--- src/rtl/acondicionador_botones.sv ---
// -----------------------------------------------------------------------------
// acondicionador_botones
//
// Purpose
//   Conditions the raw board buttons and the program switch before they reach
//   the RTC controller. Every input runs through its own channel:
//     2-flop synchroniser -> debounce counter -> stable level.
//   Buttons turn each 0->1 change of the stable level into a one-clock pulse.
//   The switch is passed through as a level.
//
//   U/D and R/L are mutually exclusive. If both buttons of a pair would pulse
//   in the same cycle, neither pulse is emitted. Their stable levels still
//   update, so later presses behave normally.
//
// Optional feature (macro AUTOREPEAT_EN)
//   When defined, holding BTNU or BTND auto-repeats its pulse.
//   The first repeat comes REP_DELAY cycles after the initial pulse.
//   Further repeats come every REP_PERIOD cycles while the button stays held.
//   Without the macro no timer logic is built and every press gives one pulse.
//
// Ports
//   clock        in   system clock
//   reset        in   asynchronous, active-high reset
//   BTNP_raw     in   raw program/mode button
//   BTNU_raw     in   raw up button
//   BTND_raw     in   raw down button
//   BTNR_raw     in   raw right button
//   BTNL_raw     in   raw left button
//   switchp_raw  in   raw program switch
//   BTNP         out  one-cycle press pulse
//   BTNU         out  one-cycle press pulse (auto-repeats with AUTOREPEAT_EN)
//   BTND         out  one-cycle press pulse (auto-repeats with AUTOREPEAT_EN)
//   BTNR         out  one-cycle press pulse
//   BTNL         out  one-cycle press pulse
//   switchp      out  debounced level of switchp_raw
// -----------------------------------------------------------------------------
module acondicionador_botones #(
  parameter int DEB_CYCLES = 1000000,
  parameter int REP_DELAY  = 50000000,
  parameter int REP_PERIOD = 20000000
) (
  input  logic clock,
  input  logic reset,
  input  logic BTNP_raw,
  input  logic BTNU_raw,
  input  logic BTND_raw,
  input  logic BTNR_raw,
  input  logic BTNL_raw,
  input  logic switchp_raw,
  output logic BTNP,
  output logic BTNU,
  output logic BTND,
  output logic BTNR,
  output logic BTNL,
  output logic switchp
);

  // Channel order: 0=P, 1=U, 2=D, 3=R, 4=L, 5=switch.
  localparam int NCH = 6;
  localparam int CW  = $clog2(DEB_CYCLES + 1);
  localparam logic [CW-1:0] DEB_LAST = CW'(DEB_CYCLES - 1);
  localparam logic [CW-1:0] DEB_ONE  = CW'(1);

  logic [NCH-1:0] raw_in;
  logic [NCH-1:0] sync1_q;
  logic [NCH-1:0] sync2_q;
  logic [NCH-1:0] stable_q;
  logic [NCH-1:0] stable_d;
  logic [CW-1:0]  deb_cnt_q [NCH];
  logic [CW-1:0]  deb_cnt_d [NCH];

  // Button-only pulse path (bits 0..4).
  logic [4:0] prev_q;
  logic [4:0] rise;
  logic [4:0] pulse_src;
  logic [4:0] pulse_d;
  logic [4:0] pulse_q;
  logic       switch_q;

  // Repeat requests: bit 0 = U, bit 1 = D.
  logic [1:0] rep_fire;

  assign raw_in = {switchp_raw, BTNL_raw, BTNR_raw, BTND_raw, BTNU_raw, BTNP_raw};

  // Debounce: the counter runs only while the synchronised level disagrees
  // with the accepted level. Any agreement clears it, so only a run of
  // DEB_CYCLES disagreeing samples is accepted.
  always_comb begin
    stable_d = stable_q;
    for (int i = 0; i < NCH; i++) begin
      deb_cnt_d[i] = deb_cnt_q[i];
      if (sync2_q[i] == stable_q[i]) begin
        deb_cnt_d[i] = '0;
      end else if (deb_cnt_q[i] == DEB_LAST) begin
        stable_d[i]  = sync2_q[i];
        deb_cnt_d[i] = '0;
      end else begin
        deb_cnt_d[i] = deb_cnt_q[i] + DEB_ONE;
      end
    end
  end

  // A rise is the stable level being high now but low one cycle earlier.
  assign rise      = stable_q[4:0] & ~prev_q;
  assign pulse_src = rise | {2'b00, rep_fire, 1'b0};

  // Pair exclusion. This also covers repeat pulses, since they are part of
  // pulse_src.
  always_comb begin
    pulse_d    = pulse_src;
    pulse_d[1] = pulse_src[1] & ~pulse_src[2];
    pulse_d[2] = pulse_src[2] & ~pulse_src[1];
    pulse_d[3] = pulse_src[3] & ~pulse_src[4];
    pulse_d[4] = pulse_src[4] & ~pulse_src[3];
  end

  always_ff @(posedge clock or posedge reset) begin
    if (reset) begin
      sync1_q  <= '0;
      sync2_q  <= '0;
      stable_q <= '0;
      prev_q   <= '0;
      pulse_q  <= '0;
      switch_q <= 1'b0;
      for (int i = 0; i < NCH; i++) begin
        deb_cnt_q[i] <= '0;
      end
    end else begin
      sync1_q  <= raw_in;
      sync2_q  <= sync1_q;
      stable_q <= stable_d;
      prev_q   <= stable_q[4:0];
      pulse_q  <= pulse_d;
      // Registered like the pulses, so all outputs share one pipeline depth.
      switch_q <= stable_q[5];
      for (int i = 0; i < NCH; i++) begin
        deb_cnt_q[i] <= deb_cnt_d[i];
      end
    end
  end

`ifdef AUTOREPEAT_EN
  localparam int REP_MAX = (REP_DELAY > REP_PERIOD) ? REP_DELAY : REP_PERIOD;
  localparam int RW      = $clog2(REP_MAX + 1);
  localparam logic [RW-1:0] REP_DELAY_LAST  = RW'(REP_DELAY - 1);
  localparam logic [RW-1:0] REP_PERIOD_LAST = RW'(REP_PERIOD - 1);
  localparam logic [RW-1:0] REP_ONE         = RW'(1);

  // "held" excludes the rise cycle itself, so the timer starts counting on
  // the edge that registers the initial pulse.
  logic [1:0]    rep_held;
  logic [1:0]    rep_periodic_q;   // 0: waiting REP_DELAY, 1: repeating every REP_PERIOD
  logic [1:0]    rep_periodic_d;
  logic [RW-1:0] rep_cnt_q [2];
  logic [RW-1:0] rep_cnt_d [2];

  assign rep_held = stable_q[2:1] & prev_q[2:1];

  always_comb begin
    rep_fire       = 2'b00;
    rep_periodic_d = rep_periodic_q;
    for (int j = 0; j < 2; j++) begin
      rep_cnt_d[j] = rep_cnt_q[j];
      if (!rep_held[j]) begin
        rep_cnt_d[j]      = '0;
        rep_periodic_d[j] = 1'b0;
      end else if (rep_cnt_q[j] == (rep_periodic_q[j] ? REP_PERIOD_LAST : REP_DELAY_LAST)) begin
        rep_fire[j]       = 1'b1;
        rep_cnt_d[j]      = '0;
        rep_periodic_d[j] = 1'b1;
      end else begin
        rep_cnt_d[j] = rep_cnt_q[j] + REP_ONE;
      end
    end
  end

  always_ff @(posedge clock or posedge reset) begin
    if (reset) begin
      rep_periodic_q <= 2'b00;
      rep_cnt_q[0]   <= '0;
      rep_cnt_q[1]   <= '0;
    end else begin
      rep_periodic_q <= rep_periodic_d;
      rep_cnt_q[0]   <= rep_cnt_d[0];
      rep_cnt_q[1]   <= rep_cnt_d[1];
    end
  end
`else
  assign rep_fire = 2'b00;
`endif

  assign BTNP    = pulse_q[0];
  assign BTNU    = pulse_q[1];
  assign BTND    = pulse_q[2];
  assign BTNR    = pulse_q[3];
  assign BTNL    = pulse_q[4];
  assign switchp = switch_q;

endmodule

--- config.mk ---
export PLATFORM = sky130hd
export DESIGN_NAME = acondicionador_botones
export DESIGN_NICKNAME = d
export VERILOG_FILES = /design/src/rtl/acondicionador_botones.sv
export SDC_FILE = /design/constraint.sdc
export NUM_CORES = 1
export LEC_CHECK = 0
export CAP_MARGIN = 20
export CORE_MARGIN = 4
export CORE_UTILIZATION = 45
export DETAILED_ROUTE_END_ITERATION = 8
export MAX_ROUTING_LAYER = met4
export SKIP_LAST_GASP = 1
export SLEW_MARGIN = 20
export SYNTH_ARGS = -nofsm -noshare
export SYNTH_HDL_FRONTEND = slang
export SYNTH_SLANG_ARGS = --single-unit
--- constraint.sdc ---
create_clock -name clock -period 14.2 [get_ports clock]
set_clock_uncertainty 0.1 [all_clocks]
set_input_delay 2.84 -clock clock [delete_from_list [all_inputs] [get_ports clock]]
set_output_delay 2.84 -clock clock [all_outputs]
set_load 0.01 [all_outputs]
# Word-level counts from Yosys, hierarchy flattened
# Index checks and enable logic that the tools add are counted.
[totals]
reg_bits = 149
in_bits = 8
[op_classes]
add_sub_neg = 6
eq_ne = 12
muxes = 12
n_bitwise = 16
reduce_logical = 6
[ops]
columns = ["operator", "n"]
rows = [
  ["2-to-1 mux 20 bit", 12],
  ["adder 20 x 1 -> 20 bit, second input constant", 6],
  ["== test 20 bit, second input constant", 6],
  ["AND reduction 2 bit", 6],
  ["NOT 1 bit", 10],
  ["== test 1 bit", 6],
  ["AND 5 bit", 1],
  ["NOT 5 bit", 1],
  ["AND 1 bit", 4],
]

# Longest topological paths before layout
# Gate-level depths: netlist (run 1).
[depth]
depth_word = 4
mapped_depth = 6

# Least setup slack after synthesis (run 1)
# Ideal clock, no wire load.
[synth_path]
path_type = "register to output"
start = "register pulse_q[2]"
end = "output BTND"
arrival_time_ns = 0.376
t_required_ns = 11.260
slack_ns = 10.884
stages_incl_launch_ff = 1
path_cell_list = "dfrtp_1"
[synth_lines]
columns = ["element", "line", "rtl"]
rows = [
  ["start: declaration", "77", "logic [4:0] pulse_q;"],
  ["start signal: assignment", "133", "pulse_q <= pulse_d;"],
  ["end: declaration", "52", "output logic BTND,"],
]
# No word-level cell between the ends.

==> impl_metrics.tcl, run 1 <==
set metrics [dict create \
    status "complete, no violations" \
    syn_area_sq_mm 0.007010 \
    yosys_warnings 0 \
    p_leak_nw 3.222 \
    grtUsageTotal_pct 15.65 \
    drt-pass1-iter-count 4 \
    cts_num_sinks 149 \
    postSynthCellCount 694 \
    endpoint_kind "async pin" \
    cts_buffers 17 \
    setup_slack_ps 9857 \
    post-dp-hpwl_mm 8.349 \
    nets 723 \
    drc 0 \
    drive_above_1_share_pct 8.172 \
    grt_pass1_vias 4853 \
    critPathMaxFanout 83 \
    synth_top_area_share_pct 53.19 \
    rsz0062_at_grt "false" \
    hold_class "flop to flop" \
    ctsHoldBuffers 0 \
    gp_congestion 0.7956 \
    gr-total-overflow 0 \
    clk_pin_slew_ps 60 \
    setup_viol 0 \
    tns_ps 0 \
    io_buffers 13 \
    cts_resized 0 \
    ys_types 44 \
    max-vdd-ir-drop_mv 0.07795 \
    fin_util_pct 52.23 \
    grt_pass1_wl_mm 22.39 \
    dr_total_vias 5073 \
    fin_crit_sh_pct 30.58 \
    clk_latency_ps 410 \
    cts_root_buffer "clkbuf_16" \
    avgSynthCellArea_sq_um 10.10 \
    period_minus_slack_ps 4343 \
    final_max_slew_viol_count 0 \
    synth.yosys.seq_area_share_pct 53.19 \
    dp_slack_ps 9293 \
    final_common_cell "dfrtp_1" \
    drt_iter0_drc 280 \
    slew-limit-headroom_pct 35.60 \
    ios 14 \
    core_area_sq_mm 0.01526 \
    rr_worst_depth 5 \
    cts_setup_buffers 0 \
    cts_tree "yes" \
    arrival_ps 4680 \
    wl_mm 12.41 \
    cap_violations 0 \
    grt_max_degree 84 \
    powerDensity_mw_per_mm2 115.3 \
    antenna_cells 0 \
    rows 45 \
    syn_nets 708 \
    p_total_mw 0.9187 \
    finalHoldViolCount 0 \
    hold_depth 0 \
    synth_top_cell_by_area "dfrtp_1" \
    final_cell_mix "dfrtp_1, nor2_1, nand3_1" \
    synth-seq-cells 149 \
    viasPerCell 5.437 \
    cts_max_level 4 \
    clockBufferDepth 2 \
    worst_pin_slew_ps 962.7 \
    synth_area_leaders "dfrtp_1, xor2_1, nor2_1" \
    syn_to_final_growth_pct 13.69 \
    worstSetupPathType "input port to async pin" \
    antenna_left 0 \
    dieArea_sq_mm 0.01764 \
    antenna_found_initial 0 \
    fmax_mhz 230.3 \
    crit_path_start_kind "input port" \
    start_util_pct 45.95 \
    critPathRequiredTime_ps 14540 \
    die_w_microns 132.8 \
    die_y_microns 132.8 \
    wl_per_cell_microns 13.30 \
]
[synthesized netlist by cell type, drive strengths merged]
| cell type | instances |
|---|---|
| and4 | 7 |
| a21boi | 2 |
| mux2 | 6 |
| and2 | 9 |
| xnor2 | 35 |
| nand3 | 52 |
| nor2b | 3 |
| or2 | 1 |
| nor3 | 10 |
| buf | 10 |
| or4 | 26 |
| nor4b | 2 |
| a21oi | 38 |
| dfrtp | 149 |
| o41ai | 2 |
| and3 | 14 |
| xor2 | 41 |
| nor3b | 2 |
| nand2 | 40 |
| ha | 6 |
| o31ai | 13 |
| nand4b | 5 |
| or4b | 4 |
| nor2 | 90 |
| nand2b | 2 |
| o21ai | 28 |
| inv | 20 |
| nor4 | 17 |
| nor4bb | 1 |
| or3 | 18 |
| nand4bb | 1 |
| clkbuf | 12 |
| nand3b | 2 |
| nand4 | 26 |
[layout make-up]
cell class / count / area, sq um
Clock buffer: 23 / 488.0
Clock inverter: 9 / 123.9
Fill cell: 1337 / 7288
Inverter: 20 / 80.08
Multi-Input combinational cell: 503 / 3118
Sequential cell: 149 / 3729
Tap cell: 211 / 264.0
Timing Repair Buffer: 18 / 167.7
[registers in the layout, summed over array words and instances (netlist names)]
name and count:
pulse_q 5, switchp 1, prev_q 5, deb_cnt_q 120, sync2_q 6, sync1_q 6, stable_q 6
[worst max-delay path, cell delays in order]
cell             delay, ps
clkdlybuf4s50_1        470
inv_6                  550
buf_4                  760
[stage by stage]
stage	instance area, sq um	hold WS (ps)	cells
6_report	7970	246.4	933
5_1_grt	7970	261.0	933
4_1_cts	7970	248.6	933
3_5_place_dp	7358	235.6	901
3_3_place_gp	7358	232.1	901
2_1_floorplan	7010	231.2	694
[layer usage]
layer | vias to the layer above | routed length [microns] | track usage [%] | part of all wire [%]
met2 | 84 | 5529 | 23.25 | 45
met4 | 0 | 224 | 5.716 | 1.8
met5 | - | 0 | - | 0
li1 | 2510 | - | - | -
met1 | 2459 | 6270 | 21.08 | 51
met3 | 20 | 380 | 3.612 | 3.1
[worst paths after layout]
check | from | end | slack, ps
min reg2reg | sync1_q[1]$_DFF_PP0_ | sync2_q[1]$_DFF_PP0_ | 250
max | reset | deb_cnt_q[100]$_DFF_PP0_ | 9860
max in group clock | pulse_q[1]$_DFF_PP0_ | BTNU | 9990
min | sync1_q[1]$_DFF_PP0_ | sync2_q[1]$_DFF_PP0_ | 250
min in group asynchronous | reset | sync1_q[3]$_DFF_PP0_ | 2850
max reg2reg | deb_cnt_q[8]$_DFF_PP0_ | deb_cnt_q[13]$_DFF_PP0_ | 11510
[cell families after synthesis]
family,after synthesis,synth area share (%)
mux,6,0.9637
simple gates,332,25.66
flops,149,53.19
buf+inv,42,2.516
xor+xnor,76,9.495
compound gates,83,7.103
fa+ha+maj,6,1.071
[power by group]
| group | switching (mW) | leakage, nW | total (mW) | internal, mW |
|---|---|---|---|---|
| registers | 0.00563 | 2.04 | 0.436 | 0.431 |
| clock network | 0.163 | 0.307 | 0.457 | 0.294 |
| logic | 0.0181 | 0.876 | 0.0258 | 0.00776 |
| total | 0.186 | 3.22 | 0.919 | 0.732 |
Note: power is estimated with default switching activity, not from simulation.
==> inputs of run 2 (changes only) <==
- clock period: 14.2 -> 4.01 ns (I/O delays scaled with it)
==> impl_metrics.tcl, run 2 (synthesized netlist as in run 1, its figures left out) <==
set metrics [dict create \
    fmax_mhz 379.5 \
    dr_total_vias 5128 \
    cts_tree "yes" \
    p_total_mw 3.266 \
    cts_max_level 4 \
    clk_latency_ps 410 \
    swShare_pct 21.30 \
    gp_congestion 0.7840 \
    gr-total-overflow 0 \
    worst_pin_slew_ps 979.1 \
    regMostFlops "deb_cnt_q" \
    wl_mm 12.70 \
    cts_root_buffer "clkbuf_16" \
    placed_area_sq_mm 0.007392 \
    critPathMaxFanout 11 \
    sequentialPowerShare_pct 47.3 \
    grt_pass1_vias 4823 \
    crit_path_start_kind "flop" \
    grtUsageTotal_pct 15.64 \
    ios 14 \
    tns_ps 0 \
    r2r-start "deb_cnt_q[7]$_DFF_PP0_" \
    die_w_microns 132.8 \
    fin_crit_sh_pct 65.72 \
    dp_slack_ps 1372 \
    stdcell_area_sq_mm 0.008003 \
    final_cells 936 \
    drc 0 \
    post-dp-hpwl_mm 8.538 \
    cts_num_sinks 149 \
    drt-pass1-iter-count 5 \
    holdWs_ps 247.4 \
    max-vdd-ir-drop_mv 0.2940 \
    cap_violations 0 \
    powerDensity_mw_per_mm2 408.1 \
    clk_pin_slew_ps 60 \
    cpPeakStageDelay_ps 610 \
    comb_power_share_pct 2.9 \
    dieArea_sq_mm 0.01764 \
    cts_resized 0 \
    drt_iter0_drc 306 \
    arrival_ps 2830 \
    antenna_left 0 \
    placed_cells 904 \
    cp_slowest_cell "o21ai_1" \
    hold_class "flop to flop" \
    die_y_microns 132.8 \
    io_buffers 13 \
    ctsHoldBuffers 0 \
    rsz0062_at_grt "false" \
    finalHoldViolCount 0 \
    final_cell_mix "dfrtp_1, nor2_1, nand3_1" \
    endpoint_kind "flop" \
    nets 726 \
    wl_per_cell_microns 13.56 \
    cts_buffers 17 \
    antenna_cells 0 \
    crit_path_cell_trace "or4b_1, or4_1, o21ai_1, buf_4, nor2_1" \
    viasPerCell 5.479 \
    clockBufferDepth 2 \
    p_leak_nw 3.223 \
    status "complete, no violations" \
    antenna_found_initial 0 \
    final_max_slew_viol_count 0 \
    fillerInstances 1325 \
    setup_viol 0 \
    worstSetupPathType "flop to flop" \
    final_common_cell "dfrtp_1" \
    largest_register_ffs 120 \
    rows 45 \
    grt_max_degree 45 \
    slew-limit-headroom_pct 34.50 \
    crit_path_start "deb_cnt_q[7]$_DFF_PP0_" \
    start_util_pct 45.95 \
    period_minus_slack_ps 2635 \
    core_area_sq_mm 0.01526 \
    setup_slack_ps 1375 \
    holdCritStartpoint "sync1_q[2]$_DFF_PP0_" \
    power.switching_mw 0.6957 \
    grt_pass1_wl_mm 22.30 \
    cts_setup_buffers 0 \
    internal_power_mw 2.570 \
    fin_util_pct 52.45 \
    critPathRequiredTime_ps 4200 \
    drive_above_1_share_pct 8.552 \
    clkPwrFrac_pct 49.8 \
    syn_to_final_growth_pct 14.15 \
]
[run 2: cell count changes in the layout (fill, tap and decap cells not counted), sizes merged]
cell      before  now
buf            5    8
clkinvlp       0    3
clkbuf        23   21
clkinv         6    5
[run 2: final cells by class]
class                      instances  area [sq um]  area share (%)
clock inverter                    11         150.1           1.876
tap                              211         264.0           3.299
inverter                          20         78.83          0.9850
clock buffer                      21         460.4           5.754
sequential                       149          3729           46.59
timing repair buffer              21         202.7           2.533
multi-input combinational        503          3118           38.96
[run 2: final timing paths]
kind	end	slack [ps]	cells after the start
setup reg to reg	deb_cnt_q[5]$_DFF_PP0_	1370	5
min in group asynchronous	deb_cnt_q[52]$_DFF_PP0_	700	2
setup / recovery	deb_cnt_q[5]$_DFF_PP0_	1370	5
hold / removal	sync2_q[2]$_DFF_PP0_	250	0
max in group asynchronous	deb_cnt_q[10]$_DFF_PP0_	2240	3
hold reg to reg	sync2_q[2]$_DFF_PP0_	250	0
[run 2: metal layers]
layer  up-vias  share of wire (%)  track usage (%)
met5         -                  0                -
met1      2516                 50            21.47
met3         4                3.1            4.259
li1       2516                  -                -
met4         0               0.50            5.081
met2        92                 47            22.60
[run 2: critical path: cells and delay by family, from the launching register on]
kind / cells / cell delay [ps]
simple gates: 3 / 1100
buf+inv: 1 / 300
flops: 1 / 410
compound gates: 1 / 610
[run 2: power by group through the flow]
stage	registers (mW)	clock network (mW)	logic, mW
2_1_floorplan	1.57	0	0.0685
3_3_place_gp	1.57	0	0.0969
3_5_place_dp	1.57	0	0.0995
4_1_cts	1.54	1.68	0.100
5_1_grt	1.55	1.74	0.111
6_report	1.54	1.63	0.0955
==> inputs of run 3 (changes only) <==
- clock period: 4.01 -> 2.4 ns (I/O delays scaled with it)
==> impl_metrics.tcl, run 3 (synthesized netlist as in run 1, its figures left out) <==
set metrics [dict create \
    status "complete, no violations" \
    rsz0062_at_grt "false" \
    cts_setup_buffers 0 \
    clockBufferDepth 2 \
    arrival_ps 2460 \
    internal_power_mw 4.220 \
    antenna_left 0 \
    grtUsageTotal_pct 16.06 \
    use_met2_pct 24.58 \
    setup_viol 0 \
    antenna_cells 0 \
    clk_pin_slew_ps 60 \
    fmax_mhz 451.1 \
    comb_power_share_pct 3.1 \
    rr_worst_depth 5 \
    nets 731 \
    io_buffers 13 \
    power.switching_mw 1.152 \
    drt-pass1-iter-count 6 \
    period_minus_slack_ps 2217 \
    clk_latency_ps 420 \
    drc 0 \
    dr_total_vias 5185 \
    syn_to_final_growth_pct 14.65 \
    dieArea_sq_mm 0.01764 \
    regMostFlops "deb_cnt_q" \
    post-dp-hpwl_mm 8.577 \
    tns_ps 0 \
    use_met3_pct 3.498 \
    cts_buffers 17 \
    cts_root_buffer "clkbuf_16" \
    core_area_sq_mm 0.01526 \
    ff2ff_setup_slack_ps 180 \
    viasPerCell 5.510 \
    wl_per_cell_microns 13.59 \
    p_leak_nw 3.248 \
    cts_num_sinks 149 \
    start_util_pct 45.95 \
    max-vdd-ir-drop_mv 0.4669 \
    cts_resized 0 \
    crit_path_start_kind "flop" \
    hold_depth 0 \
    cpPeakStageDelay_ps 640 \
    gp_congestion 0.8296 \
    critPathMaxFanout 8 \
    worst_pin_slew_ps 795.5 \
    cts_max_level 4 \
    finalHoldViolCount 0 \
    largest_register_ffs 120 \
    holdCritStartpoint "sync1_q[2]$_DFF_PP0_" \
    die_w_microns 132.8 \
    slew-limit-headroom_pct 46.48 \
    antenna_found_initial 0 \
    drt_iter0_drc 330 \
    critPathRequiredTime_ps 2650 \
    holdWs_ps 248.1 \
    grt.busiest_layer "met2" \
    ios 14 \
    ctsHoldBuffers 0 \
    placed_cells 909 \
    fin_util_pct 52.68 \
    use_met1_pct 20.64 \
    stdcell_area_sq_mm 0.008038 \
    crit_path_cell_trace "ha_1, nand2_1, or4_1, or4_1, a21oi_1" \
    grt_max_degree 84 \
    drive_above_1_share_pct 9.315 \
    sequentialPowerShare_pct 48.0 \
    worstSetupPathType "flop to flop" \
    final_common_cell "dfrtp_1" \
    crit_path_start "deb_cnt_q[0]$_DFF_PP0_" \
    cap_violations 0 \
    final_cells 941 \
    clkPwrFrac_pct 48.9 \
    critical_path.most_common_cell "or4_1" \
    hold_class "flop to flop" \
    powerDensity_mw_per_mm2 668.3 \
    placed_area_sq_mm 0.007442 \
    grt_pass1_wl_mm 22.85 \
    fin_crit_sh_pct 92.36 \
    swShare_pct 21.44 \
    gr-total-overflow 0 \
    r2r-start "deb_cnt_q[0]$_DFF_PP0_" \
    cp_slowest_cell "or4_1" \
    wl_mm 12.78 \
    final_cell_mix "dfrtp_1, nor2_1, nand3_1" \
    final_max_slew_viol_count 0 \
    die_y_microns 132.8 \
    rows 45 \
    endpoint_kind "flop" \
    grt_pass1_vias 4955 \
    cts_tree "yes" \
]
run 3: cell types whose count changed in the layout (fill, tap and decap cells not counted):
cell,delta
bufinv_16,-1
buf_12,+1
clkinv_2,+1
buf_4,+4
clkbuf_8,+1
clkbuf_1,-1
run 3: area by class of cell:
type                    count  area [sq um]
clock buffers              21         470.5
inverters                  20         78.83
well taps                 211         264.0
fillers                  1340          7221
repair buffers             26         252.7
flip-flops and latches    149          3729
clock inverters            11         125.1
multi-input cells         503          3118
run 3: critical path, delay by kind of cell, from the launching register on:
kind | cells | cell delay [ps]
simple gates | 3 | 1250
fa+ha+maj | 1 | 250
compound gates | 1 | 150
flops | 1 | 410
run 3: per-stage QoR:
stage	power, mW	worst slack [ps]
global placement	2.792	257.6
detailed placement	2.797	182.2
finish	5.371	183.3
global route	5.591	8.472
floorplan	2.731	-54.98
CTS	5.454	170.8
run 3: power groups by stage:
| stage | Combinational (mW) | Sequential (mW) | Clock (mW) |
|---|---|---|---|
| 3_5_place_dp | 0.172 | 2.62 | 0 |
| 6_report | 0.166 | 2.58 | 2.63 |
| 4_1_cts | 0.173 | 2.58 | 2.70 |
| 2_1_floorplan | 0.114 | 2.62 | 0 |
| 5_1_grt | 0.194 | 2.58 | 2.81 |
| 3_3_place_gp | 0.170 | 2.62 | 0 |
run 3: worst paths after layout:
kind,end
max,deb_cnt_q[18]$_DFF_PP0_
min,sync2_q[2]$_DFF_PP0_
max reg2reg,deb_cnt_q[18]$_DFF_PP0_
min reg2reg,sync2_q[2]$_DFF_PP0_
max in group asynchronous,deb_cnt_q[74]$_DFF_PP0_
min in group asynchronous,sync1_q[3]$_DFF_PP0_
run 3: metal layers:
metal | up-vias | share of wire, %
met3 | 21 | 2.8
met5 | - | 0
li1 | 2524 | -
met1 | 2558 | 47
met4 | 0 | 1.5
met2 | 82 | 48
